[config.mk]
export PLATFORM = sky130hd
export DESIGN_NAME = dev_timer_poller
export DESIGN_NICKNAME = d
export VERILOG_FILES = /design/src/rtl/dev_timer_poller.sv
export SDC_FILE = /design/constraint.sdc
export NUM_CORES = 1
export LEC_CHECK = 0
export CAP_MARGIN = 20
export CORE_MARGIN = 2
export CORE_UTILIZATION = 43
export CTS_BUF_LIST = sky130_fd_sc_hd__clkbuf_4 sky130_fd_sc_hd__clkbuf_8
export CTS_CLUSTER_DIAMETER = 100
export DETAILED_ROUTE_END_ITERATION = 16
export GPL_ROUTABILITY_DRIVEN = 0
export PLACE_DENSITY = 0.89
export SKIP_CTS_REPAIR_TIMING = 1
export SLEW_MARGIN = 30
export SYNTH_ARGS = -nofsm -noshare
export SYNTH_HDL_FRONTEND = slang
export SYNTH_SLANG_ARGS = --single-unit
export TNS_END_PERCENT = 1
[constraint.sdc]
create_clock -name CLK -period 4.75 [get_ports CLK]
set_input_delay 0.95 -clock CLK [delete_from_list [all_inputs] [get_ports CLK]]
set_output_delay 0.95 -clock CLK [all_outputs]
set_load 0.02 [all_outputs]
[src/rtl/dev_timer_poller.sv]
// Purpose: bus initiator that periodically polls a timer device control register, clears it and raises IRQ.
// Latency: one REQ cycle after POLLTICKS wait cycles, then one READ and (if ready) one CLEAR cycle per granted beat.
// Backpressure: holds BUS_REQ until BUS_GNT; a beat that loses its grant is retried without recounting.
module dev_timer_poller #(
  parameter int              DBITS     = 32,
  parameter logic [DBITS-1:0] CTRLADDR = 32'hF0000100,
  parameter int              POLLTICKS = 1000,
  parameter int              CBITS     = 16
) (
  input  logic             CLK,
  input  logic             RESET_N,
  input  logic             EN,
  output logic             BUS_REQ,
  input  logic             BUS_GNT,
  output logic [DBITS-1:0] ABUS,
  output logic             WE,
  output logic [DBITS-1:0] DBUS_OUT,
  input  logic [DBITS-1:0] DBUS_IN,
  output logic             IRQ,
  input  logic             IRQ_ACK,
  output logic [CBITS-1:0] EVT_COUNT,
  output logic             OVF
);

  localparam int TBITS = $clog2(POLLTICKS);
  localparam logic [TBITS-1:0] LASTTICK = TBITS'(POLLTICKS - 1);

  typedef enum logic [1:0] {WAIT, REQ, READ, CLEAR} stateT;

  stateT            state, nextState;
  logic             retryClear, nextRetryClear;
  logic [TBITS-1:0] tick, nextTick;
  logic             evtHit;
  logic             unusedDbus;

  // Only the ready and overflow bits of the control register matter here.
  assign unusedDbus = ^DBUS_IN[DBITS-1:2];

  // The only write this block ever issues is a clear, so write data is constant zero.
  assign DBUS_OUT = '0;

  // Next-state logic: wait counter, bus handshake and retry of a beat that lost its grant.
  always_comb begin
    nextState      = state;
    nextRetryClear = retryClear;
    nextTick       = tick;
    evtHit         = 1'b0;
    case (state)
      WAIT: begin
        if (!EN) begin
          nextTick = '0;
        end else if (tick == LASTTICK) begin
          nextTick  = '0;
          nextState = REQ;
        end else begin
          nextTick = tick + TBITS'(1);
        end
      end
      REQ: begin
        if (BUS_GNT) nextState = retryClear ? CLEAR : READ;
      end
      READ: begin
        if (!BUS_GNT) begin
          nextState      = REQ;
          nextRetryClear = 1'b0;
        end else if (DBUS_IN[0]) begin
          nextState = CLEAR;
          evtHit    = 1'b1;
        end else begin
          nextState = WAIT;
        end
      end
      CLEAR: begin
        if (BUS_GNT) begin
          nextState      = WAIT;
          nextRetryClear = 1'b0;
        end else begin
          nextState      = REQ;
          nextRetryClear = 1'b1;
        end
      end
      default: nextState = WAIT;
    endcase
  end

  // State, retry flag and wait counter registers.
  always_ff @(posedge CLK or negedge RESET_N) begin
    if (!RESET_N) begin
      state      <= WAIT;
      retryClear <= 1'b0;
      tick       <= '0;
    end else begin
      state      <= nextState;
      retryClear <= nextRetryClear;
      tick       <= nextTick;
    end
  end

  // Bus outputs registered from next state so they are valid on the cycle the state is entered.
  always_ff @(posedge CLK or negedge RESET_N) begin
    if (!RESET_N) begin
      BUS_REQ <= 1'b0;
      ABUS    <= '0;
      WE      <= 1'b0;
    end else begin
      BUS_REQ <= (nextState != WAIT);
      ABUS    <= (nextState == READ || nextState == CLEAR) ? CTRLADDR : '0;
      WE      <= (nextState == CLEAR);
    end
  end

  // Event counting, level IRQ with acknowledge, sticky overflow on device overflow or lost event.
  always_ff @(posedge CLK or negedge RESET_N) begin
    if (!RESET_N) begin
      EVT_COUNT <= '0;
      IRQ       <= 1'b0;
      OVF       <= 1'b0;
    end else begin
      if (evtHit) begin
        EVT_COUNT <= EVT_COUNT + CBITS'(1);
        IRQ       <= 1'b1;
        if (DBUS_IN[1] || (IRQ && !IRQ_ACK)) OVF <= 1'b1;
      end else if (IRQ_ACK) begin
        IRQ <= 1'b0;
      end
    end
  end

endmodule

### Word level (Yosys, flattened, before mapping)

Cells that the tools add are included.
Widths: inputs -> output; s select.

* word-level logic and storage cells: 47
* bits of input ports: 37
* bits in registers: 65

* equality and inequality tests: 7
* reductions and logical operators: 10
* mux-type cells: 19
* add/subtract/negate cells: 2

Operators by type and width (count)
* $mux 32: 1
* $mux 10: 2
* $add 16x1->16 const B: 1
* $add 10x1->10 const B: 1
* $eq 10x10->1 const B: 1
* $mux 2: 5
* $mux 1: 9
* $eq 2x2->1 const B: 4
* $pmux 2 s4: 1
* $reduce_bool 2->1: 3
* $reduce_and 2->1: 2
* $eq 2x1->1 const B: 1
* $logic_not 2->1: 1
* $logic_or 1x1->1: 2
* $ne 2x2->1 const B: 1
* $pmux 1 s2: 1
* $logic_and 1x1->1: 1
* $logic_not 1->1: 1

### Longest topological paths before layout

Gate-level depths: netlist of run 1.

* word-level depth: 7
* depth in mapped cells: 6

### Least setup slack after synthesis of run 1

No wires, ideal clock.

* kind: in2reg
* from: input port DBUS_IN[0]
* to: register EVT_COUNT[12]
* data required time: 4.620 ns
* setup slack: 2.830 ns
* library setup time: 0.130 ns
* stages on the path: 4
* data arrival time: 1.790 ns
* path through: nand4b_4 nor4_2 nand3_1 xnor2_1

* longest elaborated chain between the ends: 3

Ends and longest elaborated chain
* start, declared: line 18 `input logic [DBITS-1:0] DBUS_IN,`
* $mux 1: line 66 `end else if (DBUS_IN[0]) begin`
* $mux 1: line 63 `if (!BUS_GNT) begin`
* $mux 1: line 48 `case (state)`
* end signal, assigned: line 120 `EVT_COUNT <= EVT_COUNT + CBITS'(1);`
* end, declared: line 21 `output logic [CBITS-1:0] EVT_COUNT,`

Every way passes these cells.
A chain may end at the register's enable or synchronous reset.

### Worst setup path in the final report of run 1

* from: input port BUS_GNT
* to: register EVT_COUNT[10]

* longest elaborated chain between the ends: 2

Ends and longest elaborated chain
* start, declared: line 14 `input logic BUS_GNT,`
* $mux 1: line 63
* $mux 1: line 48

Every way passes these cells.

==> results.json, run 1 <==
{
  "ys_ff_latch": 34,
  "synth_compound_area_share_pct": 9.63,
  "place.detailed.hpwl_um": 2770,
  "hold_class": "reg -> reg",
  "synth_top_family_by_area": "buffers and inverters",
  "synth_area_leader_cell": "dfrtp_1",
  "track_usage_pct": 14.1,
  "chipHeight_um": 74.6,
  "drive_gt1_share_pct": 7.72,
  "nets": 297,
  "ys_seq_area_share_pct": 39.7,
  "synthXorXnorAreaFrac_pct": 6.53,
  "power.total_mw": 0.866,
  "cts_buffers": 5,
  "die_w_um": 74.6,
  "synth-edff-count": 0,
  "grt.overflow.total": 0,
  "cts_tree": "done",
  "yosysWarnings": 0,
  "slew_headroom_pct": 62.2,
  "cts.htree.levels": 2,
  "synthTopCellsByArea": "dfrtp_1 40%, buf_4 22%, xnor2_1 4.1%, nand2_1 4.0%, o21ai_0 3.0%",
  "tns_ns": 0,
  "synth_simple_gate_area_share_pct": 17.8,
  "clock.fmax_ghz": 0.416,
  "area_growth_pct": 10.5,
  "hold_ws_ns": 0.471,
  "ys_async_sr_fraction_pct": 100,
  "maxCapViolCount": 0,
  "core_um2": 4750,
  "cp.required_ns": 4.92,
  "end_kind": "register",
  "synthesis.area_um2": 2140,
  "vias": 1475,
  "io_buffers": 31,
  "numClockSinks": 34,
  "clk_pin_slew_ns": 0.07,
  "fillers": 454,
  "antenna_found_initial": 0,
  "initial_utilization_pct": 45.1,
  "critPathMaxFanout": 7,
  "netlist_top_cells_count": "64 x buf_4, 34 x dfrtp_1, 23 x nand2_1, 13 x o21ai_0, 11 x nand3_1",
  "dr.first_iter.drc_count": 51,
  "final.setup_skew_ns": 0.00600,
  "rsz0062_at_grt": "no",
  "p_sw_share_pct": 36.6,
  "drtAntennaViolNets": 0,
  "p_seq_share_pct": 43.3,
  "irDropWorstVdd_mv": 0.216,
  "grt_pass1_vias": 1302,
  "row_count": 25,
  "comb_power_share_pct": 30.9,
  "tightestPinTransition_ns": 0.563,
  "yosys-mux-area-fraction_pct": 0.467,
  "power_density_nw_per_um2": 365,
  "status": "completed",
  "clockRootBuffer": "clkbuf_8",
  "synth-adder-area-share_pct": 1.17,
  "drc": 0,
  "synth_most_common_cell": "buf_4",
  "synth_top_area_share_pct": 39.7,
  "ys.flop_type": "dfrtp_1",
  "p_clk_share_pct": 25.8,
  "synthCells": 227,
  "die-area_um2": 5570,
  "finalWirelength_um": 3640,
  "pin_count": 121,
  "antenna_cells": 0,
  "clock_path_buffers": 2,
  "placed_cell_area_um2": 2270,
  "avgSynthCellArea_um2": 9.45,
  "post-route-period-util_pct": 50.7,
  "clk_latency_ns": 0.29,
  "ys_types": 39,
  "worstSetupPathType": "in -> reg",
  "setup-violations-final": 0,
  "slew_violations": 0,
  "post_drt_wl_per_cell_um": 11.2,
  "start_kind": "input pin",
  "grt_max_degree": 35,
  "final_area_um2": 2370,
  "arrival_ns": 2.58,
  "viasPerCell": 4.52,
  "grt_pass1_wl_um": 5920,
  "p_leak_nw": 1.15,
  "layout_min_cycle_time_ns": 2.41,
  "p_int_mw": 0.549,
  "hold_viol": 0,
  "switchingPower_mw": 0.317,
  "firstDrtPassIters": 4
}
## kinds of logic after synthesis
logic type	count (synthesis)
buffers and inverters	76
adders and majority gates	2
other	1
DFF	34
muxes	1
AOI/OAI and AO/OA	31
xor gates and xnor gates	16
and+or+nand+nor	66
## worst max-delay path, cell delays in order
cell and delay (ns):
clkdlybuf4s50_1 0.61, nand4b_4 0.22, nor4_2 0.50, nand3_1 0.15, xnor2_1 0.15
## state kept, by name, summed over array words and instances, names as in the netlist
signal      count
ABUS            1
BUS_REQ         1
EVT_COUNT      16
IRQ             1
OVF             1
WE              1
retryClear      1
state           2
tick           10
## power groups by stage
| stage | Clock (mW) | Sequential [mW] | Combinational [mW] |
|---|---|---|---|
| after global routing | 0.245 | 0.383 | 0.294 |
| final | 0.223 | 0.375 | 0.268 |
| after floorplan | 0 | 0.384 | 0.223 |
| after CTS | 0.230 | 0.375 | 0.268 |
| after global placement | 0 | 0.378 | 0.263 |
| after detailed placement | 0 | 0.380 | 0.268 |
## stage by stage
step                instances  worst slack [ns]  util (%)
floorplan                 285              2.83         -
global placement          318              2.04      47.8
detailed placement        318              2.02      47.8
CTS                       326              2.32      49.8
global route              326              2.24      49.8
finish                    326              2.34      49.8
## metal layers
layer / part of all wire (%) / global-route usage (%) / vias to the layer above
li1: - / - / 703
met1: 42 / 17.0 / 702
met2: 50 / 23.7 / 65
met3: 6.5 / 3.08 / 5
met4: 1.6 / 7.14 / 0
met5: 0 / 0 / -
## placed cells by master (no fill, tap or decap), types with 2 or more instances in the layout
cell and count:
conb_1 59, dfrtp_1 34, clkdlybuf4s50_1 31, nand2_1 23
o21ai_0 13, nand3_1 11, inv_1 10, xnor2_1 10
nor2_1 6, xor2_1 6, clkbuf_8 6, and3_1 5
nor3_1 5, nand4_1 4, a21o_1 3, a21oi_1 3
a31o_2 2, nor4_2 2, o21bai_1 2, o31a_1 2
ha_1 2
## final cells by class
type	count	area [µm²]	area share [%]
Clock inverter	2	12.5	0.528
Timing Repair Buffer	32	318	13.4
Clock buffer	6	82.6	3.48
Sequential cell	34	851	35.9
Multi-Input combinational cell	175	985	41.6
Inverter	10	37.5	1.58
Tap cell	67	83.8	3.54
## worst paths after layout
check	cells after the start	from	end	slack, ns
min in group asynchronous	2	RESET_N	tick[6]$_DFFE_PN0N_	1.07
worst min-delay path	1	EVT_COUNT[15]$_DFFE_PN0P_	EVT_COUNT[15]$_DFFE_PN0P_	0.47
worst min register to register	1	EVT_COUNT[15]$_DFFE_PN0P_	EVT_COUNT[15]$_DFFE_PN0P_	0.47
max in group asynchronous	2	RESET_N	EVT_COUNT[12]$_DFFE_PN0P_	3.39
worst max register to register	5	tick[0]$_DFFE_PN0N_	tick[6]$_DFFE_PN0N_	2.99
worst max-delay path	5	BUS_GNT	EVT_COUNT[10]$_DFFE_PN0P_	2.34
No activity file was read; power rests on OpenSTA's default activity.
==> run 2: changes to the inputs <==
--- a/config.mk
+++ b/config.mk
@@ -7,12 +7,12 @@
 export LEC_CHECK = 0
 export CAP_MARGIN = 20
 export CORE_MARGIN = 2
-export CORE_UTILIZATION = 43
+export CORE_UTILIZATION = 40
 export CTS_BUF_LIST = sky130_fd_sc_hd__clkbuf_4 sky130_fd_sc_hd__clkbuf_8
 export CTS_CLUSTER_DIAMETER = 100
 export DETAILED_ROUTE_END_ITERATION = 16
 export GPL_ROUTABILITY_DRIVEN = 0
-export PLACE_DENSITY = 0.89
+export PLACE_DENSITY = 0.83
 export SKIP_CTS_REPAIR_TIMING = 1
 export SLEW_MARGIN = 30
 export SYNTH_ARGS = -nofsm -noshare
==> constraint.sdc (replaced) <==
create_clock -name CLK -period 2.4 [get_ports CLK]
set_input_delay 0.48 -clock CLK [delete_from_list [all_inputs] [get_ports CLK]]
set_output_delay 0.48 -clock CLK [all_outputs]
set_load 0.02 [all_outputs]
==> run 2 against run 1 <==
  * Wire length increased by 3.8%
  * Hold slack got worse by 0.0035 ns
  * Count of clock-buffer cells in the layout unchanged
  * Clock skew increased by 0.0018 ns
  * Register-to-register slack got worse by 2.3 ns
  * Global-route usage decreased by 0.97 points
  * First-iteration DRC count increased by 82%
  * Largest power group unchanged
  * Final cell count increased by 1.2%
  * Power increased by 110%
  * Clock power increased by 140%
  * Highest routed layer unchanged
  * Combinational power increased by 100%
  * Sequential power increased by 99%
==> results.json, run 2 (synthesis results as in run 1) <==
{
  "grt-busiest-layer": "met2",
  "final_cell_mix": "59 x conb_1, 34 x dfrtp_1, 31 x clkdlybuf4s50_1, 23 x nand2_1, 13 x o21ai_0",
  "grt.overflow.total": 0,
  "numClockSinks": 34,
  "post-route-period-util_pct": 78.9,
  "post_drt_wl_per_cell_um": 11.5,
  "p_sw_share_pct": 34.4,
  "start_kind": "input pin",
  "io_buffers": 31,
  "placed_cell_area_um2": 2290,
  "fin_util_pct": 46.8,
  "chipHeight_um": 77.2,
  "met1_usage_pct": 15.4,
  "worstSetupPathType": "in -> reg",
  "regMostFlops": "EVT_COUNT",
  "track_usage_pct": 13.1,
  "grt_use_met2_pct": 22.0,
  "end_kind": "register",
  "hold_class": "reg -> reg",
  "place_ws_ns": 0.201,
  "maxCapViolCount": 0,
  "p_int_mw": 1.19,
  "finalWirelength_um": 3780,
  "core_um2": 5140,
  "nets": 299,
  "cts.htree.levels": 2,
  "drtAntennaViolNets": 0,
  "p_leak_nw": 1.17,
  "largestRegisters": "EVT_COUNT (16), tick (10), state (2)",
  "clk_pin_slew_ns": 0.07,
  "hold_viol": 0,
  "final.setup.worst_slack_ns": 0.506,
  "mostFrequentLayoutCell": "conb_1",
  "die_w_um": 77.2,
  "pin_count": 121,
  "switchingPower_mw": 0.625,
  "cts_buffers": 5,
  "critPathMaxFanout": 7,
  "cts_tree": "done",
  "drc": 0,
  "antenna_found_initial": 0,
  "worstSetupStartpoint": "DBUS_IN[0]",
  "drive_gt1_share_pct": 8.08,
  "clock_path_buffers": 2,
  "row_count": 26,
  "p_clk_share_pct": 29.4,
  "die-area_um2": 5960,
  "grt_use_met3_pct": 2.71,
  "setup-violations-final": 0,
  "clockRootBuffer": "clkbuf_8",
  "comb_power_share_pct": 29.5,
  "place.detailed.hpwl_um": 2830,
  "area_growth_pct": 12.2,
  "reg2reg_from": "tick[0]$_DFFE_PN0N_",
  "grt_max_degree": 35,
  "irDropWorstVdd_mv": 0.338,
  "reg2reg_slack_ns": 0.67,
  "cp.required_ns": 2.57,
  "reg2reg_to": "tick[3]$_DFFE_PN0N_",
  "power.total_mw": 1.82,
  "viasPerCell": 4.44,
  "arrival_ns": 2.06,
  "initial_utilization_pct": 41.7,
  "power_density_nw_per_um2": 754,
  "layout_min_cycle_time_ns": 1.89,
  "dr.first_iter.drc_count": 93,
  "status": "completed",
  "antenna_cells": 0,
  "firstDrtPassIters": 4,
  "final_area_um2": 2410,
  "grt_pass1_vias": 1404,
  "final.setup_skew_ns": 0.00781,
  "vias": 1464,
  "clk_latency_ns": 0.28,
  "clock.fmax_ghz": 0.528,
  "p_seq_share_pct": 41.1,
  "slew_violations": 0,
  "tns_ns": 0,
  "reg2regPathDepth": 5,
  "largest_register_ff_count": 16,
  "grt_pass1_wl_um": 6310,
  "crit_end": "EVT_COUNT[14]$_DFFE_PN0P_",
  "rsz0062_at_grt": "no"
}
run 2: cell count changes in the layout (fill, tap and decap cells not counted):
cell / previous run / this run
clkinv_2: 1 / 0
bufinv_16: 0 / 1
clkinvlp_4: 1 / 0
buf_4: 1 / 3
run 2: layer usage:
layer	vias to the layer above	wire, µm
li1	704	-
met1	680	1590
met2	72	1880
met3	8	213
met4	0	102
met5	-	0
run 2: per-stage QoR:
stage	hold WS [ns]	std cells
finish	0.467	330
floorplan	0.184	285
detailed placement	0.469	323
global route	0.501	330
CTS	0.478	330
global placement	0.469	323
run 2: worst min-delay path by stage:
stage,startpoint,endpoint,slack [ns],cells after the start
2_1_floorplan,RESET_N,ABUS[30]$_DFF_PN0_,0.18,0
3_3_place_gp,retryClear$_DFFE_PN0P_,retryClear$_DFFE_PN0P_,0.47,2
3_5_place_dp,EVT_COUNT[15]$_DFFE_PN0P_,EVT_COUNT[15]$_DFFE_PN0P_,0.47,1
4_1_cts,EVT_COUNT[15]$_DFFE_PN0P_,EVT_COUNT[15]$_DFFE_PN0P_,0.48,1
5_1_grt,EVT_COUNT[15]$_DFFE_PN0P_,EVT_COUNT[15]$_DFFE_PN0P_,0.50,1
6_report,EVT_COUNT[15]$_DFFE_PN0P_,EVT_COUNT[15]$_DFFE_PN0P_,0.47,1
run 2: final cells by class:
type | count | area [µm²]
clock buffers | 6 | 82.6
clock inverters | 1 | 30.0
fillers | 498 | 2730
inverters | 10 | 37.5
multi-input cells | 175 | 985
flip-flops and latches | 34 | 851
well taps | 70 | 87.6
repair buffers | 34 | 333
run 2: worst max-delay path, stage by stage:
cell and delay (ns):
clkdlybuf4s50_1 0.58, nand4b_4 0.20, nor4_2 0.50, nand3_1 0.15, xnor2_1 0.14
run 2: power by group through the flow:
stage	registers [mW]	logic [mW]	clock network, mW
floorplan	0.761	0.441	0
global placement	0.749	0.524	0
detailed placement	0.757	0.541	0
CTS	0.747	0.544	0.550
global route	0.764	0.583	0.580
finish	0.745	0.536	0.533
==> run 3: changes to the inputs <==
--- a/config.mk
+++ b/config.mk
@@ -7,12 +7,12 @@
 export LEC_CHECK = 0
 export CAP_MARGIN = 20
 export CORE_MARGIN = 2
-export CORE_UTILIZATION = 40
+export CORE_UTILIZATION = 36
 export CTS_BUF_LIST = sky130_fd_sc_hd__clkbuf_4 sky130_fd_sc_hd__clkbuf_8
 export CTS_CLUSTER_DIAMETER = 100
 export DETAILED_ROUTE_END_ITERATION = 16
 export GPL_ROUTABILITY_DRIVEN = 0
-export PLACE_DENSITY = 0.83
+export PLACE_DENSITY = 0.79
 export SKIP_CTS_REPAIR_TIMING = 1
 export SLEW_MARGIN = 30
 export SYNTH_ARGS = -nofsm -noshare
==> constraint.sdc (replaced) <==
create_clock -name CLK -period 1.7 [get_ports CLK]
set_input_delay 0.34 -clock CLK [delete_from_list [all_inputs] [get_ports CLK]]
set_output_delay 0.34 -clock CLK [all_outputs]
set_load 0.02 [all_outputs]
==> run 3 against run 2 <==
  * Sequential power is 38% higher
  * Global-route usage is 1.7 points lower
  * Design area grew 5.5%
  * Die area increased by 11%
  * Critical path depth is 4 lower
  * Final cell count up 5.8%
  * Clock skew down 0.0057 ns
  * Clock power up 41%
==> results.json, run 3 (synthesis results as in run 1) <==
{
  "io_buffers": 31,
  "grt_pass1_vias": 1324,
  "critPathMaxFanout": 5,
  "cts_tree": "done",
  "die-area_um2": 6590,
  "finalWirelength_um": 3590,
  "irDropWorstVdd_mv": 0.616,
  "dr.first_iter.drc_count": 72,
  "drive_gt1_share_pct": 13.5,
  "crit_chain": "clkdlybuf4s50_1",
  "arrival_ns": 1.32,
  "grt_pass1_wl_um": 5800,
  "post_drt_wl_per_cell_um": 10.3,
  "cp.required_ns": 1.36,
  "final_cell_mix": "59 x conb_1, 33 x dfrtp_1, 23 x nand2_1, 23 x clkdlybuf4s50_1, 16 x buf_4",
  "numClockSinks": 34,
  "start_kind": "register",
  "fillers": 577,
  "largestRegisters": "EVT_COUNT (16), tick (10), state (2)",
  "clk_latency_ns": 0.28,
  "max_stage_delay_ns": 0.63,
  "critPathTopFamily": "buffers and inverters",
  "track_usage_pct": 11.4,
  "layout_min_cycle_time_ns": 1.66,
  "power.total_mw": 2.62,
  "clock_path_buffers": 2,
  "power_density_nw_per_um2": 1030,
  "grt.overflow.total": 0,
  "p_leak_nw": 1.38,
  "final.setup_skew_ns": 0.00209,
  "firstDrtPassIters": 4,
  "slew_violations": 0,
  "place.detailed.hpwl_um": 2760,
  "antenna_cells": 0,
  "crit_buf_inv": 1,
  "final_area_um2": 2540,
  "hold_viol": 0,
  "antenna_found_initial": 0,
  "placed_cell_area_um2": 2400,
  "cts_buffers": 5,
  "hold_class": "in -> async",
  "end_kind": "output port",
  "vias": 1528,
  "maxCapViolCount": 0,
  "chipHeight_um": 81.2,
  "clockRootBuffer": "clkbuf_8",
  "nets": 312,
  "status": "completed",
  "initial_utilization_pct": 36.7,
  "grt_max_degree": 35,
  "clk_pin_slew_ns": 0.07,
  "core_um2": 5850,
  "cts.htree.levels": 2,
  "viasPerCell": 4.38,
  "area_growth_pct": 18.4,
  "largest_register_ff_count": 16,
  "critPathSlowestCell": "clkdlybuf4s50_1",
  "drc": 0,
  "mostFrequentLayoutCell": "conb_1",
  "die_w_um": 81.2,
  "pin_count": 121,
  "drtAntennaViolNets": 0,
  "worstSetupPathType": "reg -> out",
  "clock.fmax_ghz": 0.603,
  "regMostFlops": "EVT_COUNT",
  "rsz0062_at_grt": "no",
  "post-route-period-util_pct": 97.6,
  "setup-violations-final": 0,
  "row_count": 28,
  "hold_ws_ns": 0.461
}
-- run 3: layout make-up --
class | instances | area [µm²] | share of cell area, %
well taps | 75 | 93.8 | 3.70
flip-flops and latches | 34 | 852 | 33.6
repair buffers | 47 | 450 | 17.7
clock inverters | 1 | 30.0 | 1.18
multi-input cells | 175 | 991 | 39.0
clock buffers | 7 | 83.8 | 3.30
inverters | 10 | 37.5 | 1.48
-- run 3: final timing paths --
kind	from	to	slack, ns	cells past startpoint
worst max-delay path	EVT_COUNT[8]$_DFFE_PN0P_	EVT_COUNT[8]	0.04	1
worst min-delay path	RESET_N	tick[4]$_DFFE_PN0N_	0.46	2
worst max register to register	tick[0]$_DFFE_PN0N_	tick[3]$_DFFE_PN0N_	0.13	6
worst min register to register	EVT_COUNT[15]$_DFFE_PN0P_	EVT_COUNT[15]$_DFFE_PN0P_	0.48	1
max in group asynchronous	RESET_N	state[1]$_DFF_PN0_	0.92	2
min in group CLK	EVT_COUNT[15]$_DFFE_PN0P_	EVT_COUNT[15]$_DFFE_PN0P_	0.48	1
-- run 3: report_power, final --
group	switching, mW	internal (mW)	total (mW)
logic	0.499	0.338	0.836
clock network	0.280	0.470	0.750
registers	0.115	0.918	1.03
-- run 3: routing by layer --
metal	track usage [%]	share of wire, %
met3	3.11	6.9
met5	0	0
met4	6.27	2.2
met2	17.8	46
met1	14.3	45
-- run 3: through the flow --
stage | setup TNS, ns | worst slack (ns) | std cells | util (%)
after floorplan | 0 | 0.166 | 285 | -
after global placement | -1.98 | -0.173 | 341 | 41.0
after detailed placement | -1.97 | -0.178 | 341 | 41.0
after CTS | -0.0796 | -0.0421 | 349 | 42.9
after global routing | 0 | 0.000234 | 349 | 43.4
final | 0 | 0.0409 | 349 | 43.4
